[config.mk]
export PLATFORM = sky130hd
export DESIGN_NAME = lsu_split_flat
export DESIGN_NICKNAME = d
export VERILOG_FILES = /design/src/rtl/lsu_pkg.sv /design/src/rtl/lsu_split_if.sv /design/src/rtl/lsu_split_load_ext.sv /design/src/rtl/lsu_split.sv /design/src/flat_wrapper.sv
export SDC_FILE = /design/constraint.sdc
export NUM_CORES = 1
export LEC_CHECK = 0
export ABC_AREA = 1
export BUFFER_PORTS_ARGS = -buffer_cell sky130_fd_sc_hd__buf_4
export CAP_MARGIN = 10
export CORE_ASPECT_RATIO = 1.25
export CORE_MARGIN = 5
export CORE_UTILIZATION = 35
export DETAILED_ROUTE_END_ITERATION = 6
export GPL_TIMING_DRIVEN = 0
export PLACE_DENSITY_LB_ADDON = 0.05
export SYNTH_ARGS = -nofsm -noshare
export SYNTH_HDL_FRONTEND = slang
export SYNTH_SLANG_ARGS = --single-unit
[constraint.sdc]
create_clock -name clk -period 5.9 [get_ports clk]
set_clock_uncertainty 0.05 [all_clocks]
set_input_delay 0.295 -clock clk [delete_from_list [all_inputs] [get_ports clk]]
set_output_delay 0.295 -clock clk [all_outputs]
set_load 0.01 [all_outputs]
[src/rtl/lsu_pkg.sv]
// lsu_pkg: shared definitions for the load/store unit.
//   WHB_*        access size encodings carried on req_whb / dm_whb
//   lsu_state_t  request FSM states
//   size_bytes   bytes touched by an access of a given size (2'b11 acts as word)
package lsu_pkg;
  localparam logic [1:0] WHB_WORD = 2'b00;
  localparam logic [1:0] WHB_HALF = 2'b01;
  localparam logic [1:0] WHB_BYTE = 2'b10;

  typedef enum logic [1:0] {ST_IDLE, ST_ACCESS, ST_DONE} lsu_state_t;

  function automatic logic [2:0] size_bytes(input logic [1:0] whb);
    case (whb)
      WHB_HALF: return 3'd2;
      WHB_BYTE: return 3'd1;
      default:  return 3'd4;
    endcase
  endfunction
endpackage

[src/rtl/lsu_split_if.sv]
// lsu_split_if: request/response handshake from the MEM stage plus the dmem bus.
//   slave  : LSU view (consumes requests, drives response and dmem controls)
//   master : pipeline + memory view (drives requests and dm_rd)
interface lsu_split_if #(
  parameter int XLEN      = 32,
  parameter int ADDR_SIZE = 32
);
  logic                 req_valid;
  logic                 req_ready;
  logic                 req_we;
  logic [XLEN-1:0]      req_addr;
  logic [XLEN-1:0]      req_wdata;
  logic [1:0]           req_whb;
  logic                 req_unsigned;
  logic [ADDR_SIZE-1:0] req_pc;
  logic                 resp_valid;
  logic [XLEN-1:0]      resp_rdata;
  logic                 dm_we;
  logic [XLEN-1:0]      dm_a;
  logic [XLEN-1:0]      dm_wd;
  logic [ADDR_SIZE-1:0] dm_pc;
  logic [1:0]           dm_whb;
  logic                 dm_lunsigned;
  logic [XLEN-1:0]      dm_rd;

  modport slave (
    input  req_valid, req_we, req_addr, req_wdata, req_whb, req_unsigned, req_pc, dm_rd,
    output req_ready, resp_valid, resp_rdata,
           dm_we, dm_a, dm_wd, dm_pc, dm_whb, dm_lunsigned
  );
  modport master (
    output req_valid, req_we, req_addr, req_wdata, req_whb, req_unsigned, req_pc, dm_rd,
    input  req_ready, resp_valid, resp_rdata,
           dm_we, dm_a, dm_wd, dm_pc, dm_whb, dm_lunsigned
  );
endinterface

[src/rtl/lsu_split_load_ext.sv]
// load_ext: pick the addressed lane out of a raw word and sign/zero extend it.
//   data_i     raw word (or LSB-justified assembled bytes with off_i = 0)
//   off_i      byte offset of the access; halfwords only use off_i[1]
//   whb_i      access size, unsigned_i selects zero extension
//   data_o     XLEN-wide load result
module load_ext
  import lsu_pkg::*;
#(
  parameter int XLEN = 32
) (
  input  logic [XLEN-1:0] data_i,
  input  logic [1:0]      off_i,
  input  logic [1:0]      whb_i,
  input  logic            unsigned_i,
  output logic [XLEN-1:0] data_o
);
  logic [1:0]      off;
  logic [XLEN-1:0] sh;

  always_comb begin
    off = (whb_i == WHB_HALF) ? {off_i[1], 1'b0} : off_i;
    sh  = data_i >> {off, 3'b000};
    case (whb_i)
      WHB_HALF: data_o = unsigned_i ? {{(XLEN-16){1'b0}}, sh[15:0]}
                                    : {{(XLEN-16){sh[15]}}, sh[15:0]};
      WHB_BYTE: data_o = unsigned_i ? {{(XLEN-8){1'b0}}, sh[7:0]}
                                    : {{(XLEN-8){sh[7]}}, sh[7:0]};
      default:  data_o = data_i;
    endcase
  end
endmodule

[src/rtl/lsu_split.sv]
// lsu_split: single-outstanding load/store unit between MEM and dmem.
// Aligned requests make one dmem access; misaligned half/word requests are
// split into sequential byte accesses. Completion is a one-cycle resp_valid.
//   clk, reset    clock, synchronous active-high reset
//   bus           lsu_split_if.slave (request, response, dmem bus)
//   misalign_cnt  saturating count of accepted misaligned requests
module lsu_split
  import lsu_pkg::*;
#(
  parameter int XLEN      = 32,
  parameter int ADDR_SIZE = 32
) (
  input  logic        clk,
  input  logic        reset,
  lsu_split_if.slave  bus,
  output logic [15:0] misalign_cnt
);
  lsu_state_t           state_q;
  logic                 we_q, uns_q, mis_q;
  logic [XLEN-1:0]      addr_q, wdata_q, buf_q;
  logic [1:0]           whb_q, k_q, klast_q;
  logic [ADDR_SIZE-1:0] pc_q;
  logic [15:0]          cnt_q;

  logic                 accept, req_mis, last;
  logic [2:0]           req_nb;
  logic [XLEN-1:0]      addr_k, ext_data;

  assign bus.req_ready = (state_q != ST_ACCESS);
  assign accept        = bus.req_valid && bus.req_ready;
  assign req_nb        = size_bytes(bus.req_whb);
  assign req_mis       = (req_nb == 3'd2 && bus.req_addr[0]) ||
                         (req_nb == 3'd4 && bus.req_addr[1:0] != 2'b00);
  assign last          = !mis_q || (k_q == klast_q);
  assign addr_k        = addr_q + XLEN'(k_q);   // wraps mod 2^XLEN

  always_ff @(posedge clk) begin
    if (reset) begin
      state_q <= ST_IDLE;
      we_q    <= 1'b0;
      uns_q   <= 1'b0;
      mis_q   <= 1'b0;
      addr_q  <= '0;
      wdata_q <= '0;
      buf_q   <= '0;
      whb_q   <= 2'b00;
      k_q     <= 2'b00;
      klast_q <= 2'b00;
      pc_q    <= '0;
      cnt_q   <= '0;
    end else begin
      case (state_q)
        ST_ACCESS: begin
          if (!we_q) begin
            if (mis_q) buf_q[{k_q, 3'b000} +: 8] <= bus.dm_rd[{bus.dm_a[1:0], 3'b000} +: 8];
            else       buf_q <= bus.dm_rd;
          end
          if (last) state_q <= ST_DONE;
          else      k_q     <= k_q + 2'd1;
        end
        default: state_q <= accept ? ST_ACCESS : ST_IDLE;
      endcase
      if (accept) begin
        we_q    <= bus.req_we;
        uns_q   <= bus.req_unsigned;
        addr_q  <= bus.req_addr;
        wdata_q <= bus.req_wdata;
        whb_q   <= bus.req_whb;
        pc_q    <= bus.req_pc;
        mis_q   <= req_mis;
        klast_q <= 2'(req_nb - 3'd1);
        k_q     <= 2'b00;
        buf_q   <= '0;
        if (req_mis && cnt_q != 16'hFFFF) cnt_q <= cnt_q + 16'd1;
      end
    end
  end

  // Assembled misaligned bytes are already LSB-justified, so no lane offset.
  load_ext #(.XLEN(XLEN)) u_ext (
    .data_i     (buf_q),
    .off_i      (mis_q ? 2'b00 : addr_q[1:0]),
    .whb_i      (whb_q),
    .unsigned_i (uns_q),
    .data_o     (ext_data)
  );

  assign bus.resp_valid   = (state_q == ST_DONE);
  assign bus.resp_rdata   = (state_q == ST_DONE && !we_q) ? ext_data : '0;
  assign bus.dm_pc        = pc_q;
  assign bus.dm_lunsigned = uns_q;
  assign misalign_cnt     = cnt_q;

  always_comb begin
    bus.dm_we  = 1'b0;
    bus.dm_a   = '0;
    bus.dm_wd  = '0;
    bus.dm_whb = 2'b00;
    if (state_q == ST_ACCESS) begin
      bus.dm_we = we_q;
      if (mis_q) begin
        bus.dm_a        = addr_k;
        bus.dm_whb      = WHB_BYTE;
        bus.dm_wd[7:0]  = wdata_q[{k_q, 3'b000} +: 8];
      end else begin
        bus.dm_a   = addr_q;
        bus.dm_whb = whb_q;
        bus.dm_wd  = wdata_q;
      end
    end
  end
endmodule

[src/flat_wrapper.sv]
// flat-port wrapper written by rule: the top's interface ports become plain ports
module lsu_split_flat import lsu_pkg::*;
#(
  parameter int XLEN      = 32,
  parameter int ADDR_SIZE = 32
)
  (clk, reset, misalign_cnt, bus_req_valid, bus_req_we, bus_req_addr, bus_req_wdata, bus_req_whb, bus_req_unsigned, bus_req_pc, bus_dm_rd, bus_req_ready, bus_resp_valid, bus_resp_rdata, bus_dm_we, bus_dm_a, bus_dm_wd, bus_dm_pc, bus_dm_whb, bus_dm_lunsigned);
  lsu_split_if #(.XLEN(XLEN), .ADDR_SIZE(ADDR_SIZE)) bus_i ();
  input  logic clk;
  input  logic reset;
  output logic [15:0] misalign_cnt;
  input wire logic [$bits(bus_i.req_valid)-1:0] bus_req_valid;
  input wire logic [$bits(bus_i.req_we)-1:0] bus_req_we;
  input wire logic [$bits(bus_i.req_addr)-1:0] bus_req_addr;
  input wire logic [$bits(bus_i.req_wdata)-1:0] bus_req_wdata;
  input wire logic [$bits(bus_i.req_whb)-1:0] bus_req_whb;
  input wire logic [$bits(bus_i.req_unsigned)-1:0] bus_req_unsigned;
  input wire logic [$bits(bus_i.req_pc)-1:0] bus_req_pc;
  input wire logic [$bits(bus_i.dm_rd)-1:0] bus_dm_rd;
  output wire logic [$bits(bus_i.req_ready)-1:0] bus_req_ready;
  output wire logic [$bits(bus_i.resp_valid)-1:0] bus_resp_valid;
  output wire logic [$bits(bus_i.resp_rdata)-1:0] bus_resp_rdata;
  output wire logic [$bits(bus_i.dm_we)-1:0] bus_dm_we;
  output wire logic [$bits(bus_i.dm_a)-1:0] bus_dm_a;
  output wire logic [$bits(bus_i.dm_wd)-1:0] bus_dm_wd;
  output wire logic [$bits(bus_i.dm_pc)-1:0] bus_dm_pc;
  output wire logic [$bits(bus_i.dm_whb)-1:0] bus_dm_whb;
  output wire logic [$bits(bus_i.dm_lunsigned)-1:0] bus_dm_lunsigned;
  assign bus_i.req_valid = bus_req_valid;
  assign bus_i.req_we = bus_req_we;
  assign bus_i.req_addr = bus_req_addr;
  assign bus_i.req_wdata = bus_req_wdata;
  assign bus_i.req_whb = bus_req_whb;
  assign bus_i.req_unsigned = bus_req_unsigned;
  assign bus_i.req_pc = bus_req_pc;
  assign bus_i.dm_rd = bus_dm_rd;
  assign bus_req_ready = bus_i.req_ready;
  assign bus_resp_valid = bus_i.resp_valid;
  assign bus_resp_rdata = bus_i.resp_rdata;
  assign bus_dm_we = bus_i.dm_we;
  assign bus_dm_a = bus_i.dm_a;
  assign bus_dm_wd = bus_i.dm_wd;
  assign bus_dm_pc = bus_i.dm_pc;
  assign bus_dm_whb = bus_i.dm_whb;
  assign bus_dm_lunsigned = bus_i.dm_lunsigned;
  lsu_split #(.XLEN(XLEN), .ADDR_SIZE(ADDR_SIZE)) u_core (.clk(clk), .reset(reset), .bus(bus_i), .misalign_cnt(misalign_cnt));
endmodule
==> results.py <==
metrics = {
    "critical_path": {
        "r2r_slack_ns": 3.11,
        "endpoint": "bus_dm_a[25]",
        "crit_top_cell": "nand2_1",
        "r2r-start": "u_core.k_q[1]$_SDFFE_PP0P_",
        "critical_path.startpoint_type": "flop",
        "crit_chain": "ha_1, nand2_1, nand2_1, nand4_1, nor2_1, nand2_1, nor2_1, nand2_1, nand2_1, inv_1, nor2_1, buf_4",
        "critPathKind": "flop to output pin",
        "crit_path_max_fanout": 5,
        "critical-path-max-stage-delay_ns": 0.46,
        "rr_worst_depth": 8,
        "required_ns": 5.56,
        "cpMaxStageDelayCell": "dfxtp_1",
        "crit_arrival_ns": 2.63,
        "r2r-end": "u_core.buf_q[0]$_SDFFE_PP0P_",
        "critPathLaunch": "u_core.addr_q[0]$_SDFFE_PP0P_",
        "endpoint_kind": "output pin",
    },
    "routing": {
        "via_per_inst": 5.06,
        "wl_per_cell_um": 18.0,
        "first_pass_iters": 5,
        "drc": 0,
        "routed_wl_um": 36000,
        "drt_iter0_drc": 552,
        "drtAntennaViolNets": 0,
        "vias": 10100,
    },
    "clock_network": {
        "numClockSinks": 155,
        "htree_levels": 4,
        "clock_latency_ns": 0.43,
        "path_clk_slew_ns": 0.07,
        "cts_root_buffer": "clkbuf_16",
        "cts_buffers": 17,
        "post_cts_buffers": 0,
        "clk_path_buf_depth": 2,
        "cts_hold_buf": 0,
        "cts_tree": "yes",
        "post_cts_resize_count": 0,
    },
    "finish": {
        "fill_cells": 2661,
        "drive_above_1_share": 0.230,
        "fin_nets": 1805,
        "final_area_um2": 11900,
        "syn2layout_area_growth_pct": 35.5,
    },
    "global_route": {
        "antenna_found_initial": 2,
        "grt_pass1_wl_um": 55700,
        "grt_pass1_vias": 10000,
        "grt_overflow_total": 0,
        "grt_usage": 0.251,
        "grt_max_degree": 17,
    },
    "yosys": {
        "synth-edff-count": 0,
        "syn_avg_cell_area_um2": 6.46,
        "syn_area_um2": 8760,
        "ys_seq_area_frac": 0.354,
        "synthCells": 1355,
        "synth_warnings": 0,
        "async_reset_ff_frac": 0,
        "ys_ff_latch": 155,
        "synth_flop_cell": "dfxtp_1",
        "synth_cell_types": 41,
        "synth_nets": 1502,
    },
    "worst_hold_path": {
        "hold_path.class": "input port to flop",
        "holdPathStages": 2,
    },
    "timing": {
        "slew_headroom": 0.379,
        "setup_violations": 0,
        "rsz0062_at_grt": "no",
        "tns_ns": 0,
        "worst_pin_slew_ns": 0.923,
        "finalHoldViolCount": 0,
        "fmax_mhz": 336,
        "layout_min_cycle_time_ns": 2.98,
        "final_max_slew_viol_count": 0,
        "period_share": 0.504,
    },
    "placed_design": {
        "place_area_um2": 11300,
        "gp_congestion": 0.889,
        "io_buffers": 284,
        "dp_hpwl_um": 28700,
    },
    "floorplanning": {
        "initial_core_util": 0.356,
        "dieWidth_um": 152,
        "core_area_um2": 24600,
        "rows": 64,
        "ios": 285,
        "die_h_um": 187,
        "die_area_um2": 28300,
    },
    "power": {
        "p_per_area_nw_per_um2": 235,
        "vdd_drop_max_uv": 194,
        "p_leak_nw": 5.14,
    },
    "outcome": {
        "status": "complete, no violations",
    },
    "job": {
        "max-cap-violations": 0,
    },
}
==> metrics by stage <==
step	setup WS [ns]	power, mW	util	hold WS [ns]	cells
floorplan	3.87	1.48	-	0.314	1355
global placement	3.16	1.73	0.460	0.408	1969
detailed placement	3.18	1.74	0.460	0.417	1969
CTS	2.88	2.81	0.483	0.0179	2001
global route	2.63	2.93	0.483	0.0206	2002
finish	2.92	2.79	0.483	0.0325	2002
==> state kept, by name, summed over array words and instances (netlist names), 16 cells and up <==
| signal | cells |
|---|---|
| u_core.misalign_cnt | 16 |
| u_core.bus.dm_pc | 32 |
| u_core.addr_q | 32 |
| u_core.wdata_q | 32 |
| u_core.buf_q | 32 |
==> worst min-delay path by stage <==
stage	start	slack [ns]	end
floorplan	reset	0.31	u_core.misalign_cnt[15]$_SDFFE_PP0P_
global placement	u_core.wdata_q[7]$_SDFFE_PP0P_	0.41	u_core.wdata_q[7]$_SDFFE_PP0P_
detailed placement	u_core.addr_q[8]$_SDFFE_PP0P_	0.42	u_core.addr_q[8]$_SDFFE_PP0P_
CTS	reset	0.02	u_core.misalign_cnt[15]$_SDFFE_PP0P_
global route	reset	0.02	u_core.misalign_cnt[15]$_SDFFE_PP0P_
finish	reset	0.03	u_core.misalign_cnt[15]$_SDFFE_PP0P_
==> report_power, final <==
group          internal, mW  total (mW)  switching, mW
sequential             1.12        1.17         0.0568
clock                 0.594        1.08          0.488
combinational         0.213       0.538          0.326
==> critical path: cells and delay by family, from the launching register on <==
| family | cells | cell delay (ns) |
|---|---|---|
| buffers and inverters | 2 | 0.16 |
| DFF | 1 | 0.46 |
| adders and majority gates | 1 | 0.25 |
| and+or+nand+nor | 9 | 1.32 |
==> cell families (layout without fill, tap and decap cells) <==
logic type	count (synthesis)	after routing	share of synthesized area
fa+ha+maj	12	12	0.0180
simple gates	628	628	0.308
flops	155	155	0.354
other cells	0	1	0
xor+xnor	19	19	0.0190
compound gates	368	368	0.219
buf+inv	173	489	0.0817
==> synthesized netlist by cell type (4+ instances only) <==
master	count	area, um2
nor2_1	274	1030
o21ai_0	196	981
nand2_1	195	732
dfxtp_1	155	3100
a21oi_1	143	716
nand3_1	96	480
inv_1	90	338
clkbuf_1	51	191
nor3_1	15	75.1
buf_2	13	65.1
ha_1	11	138
nor2_2	10	62.6
xor2_1	10	87.6
a31oi_1	9	56.3
xnor2_1	9	78.8
nand4_1	8	50.1
inv_2	6	22.5
a21o_1	5	37.5
a21oi_2	5	43.8
nand2_2	5	31.3
o311ai_0	5	43.8
or2_2	5	31.3
buf_1	4	15.0
buf_4	4	30.0
buf_6	4	45.0
nor3_2	4	40.0
==> area by class of cell <==
type / instances / area [um2] / share of cell area
Sequential cell: 155 / 3100 / 0.261
Multi-Input combinational cell: 1027 / 4940 / 0.416
Timing Repair Buffer: 284 / 2130 / 0.180
Buffer: 76 / 347 / 0.0292
Inverter: 97 / 369 / 0.0311
Clock buffer: 19 / 443 / 0.0373
Antenna cell: 1 / 2.50 / 0.000211
Clock inverter: 13 / 120 / 0.0101
Tap cell: 330 / 413 / 0.0348
==> metal layers <==
layer	routed length (um)	GRT usage	vias to the layer above
met5	0	0	-
met1	15000	0.307	4679
li1	-	-	5101
met2	17600	0.427	300
met4	815	0.0709	0
met3	2610	0.0722	43
==> cell usage in the layout, fill, tap and decap left out, types with 8 or more instances in the layout <==
cell type,instances
clkbuf_1,52
nand4_1,8
nor2_1,274
buf_4,288
xnor2_1,9
dfxtp_1,155
a21oi_1,143
nand2_1,195
a31oi_1,9
buf_2,13
ha_1,11
o21ai_0,196
nor2_2,10
inv_1,90
nand3_1,96
nor3_1,15
clkbuf_16,17
xor2_1,10
(Power assumes the default switching activity.)
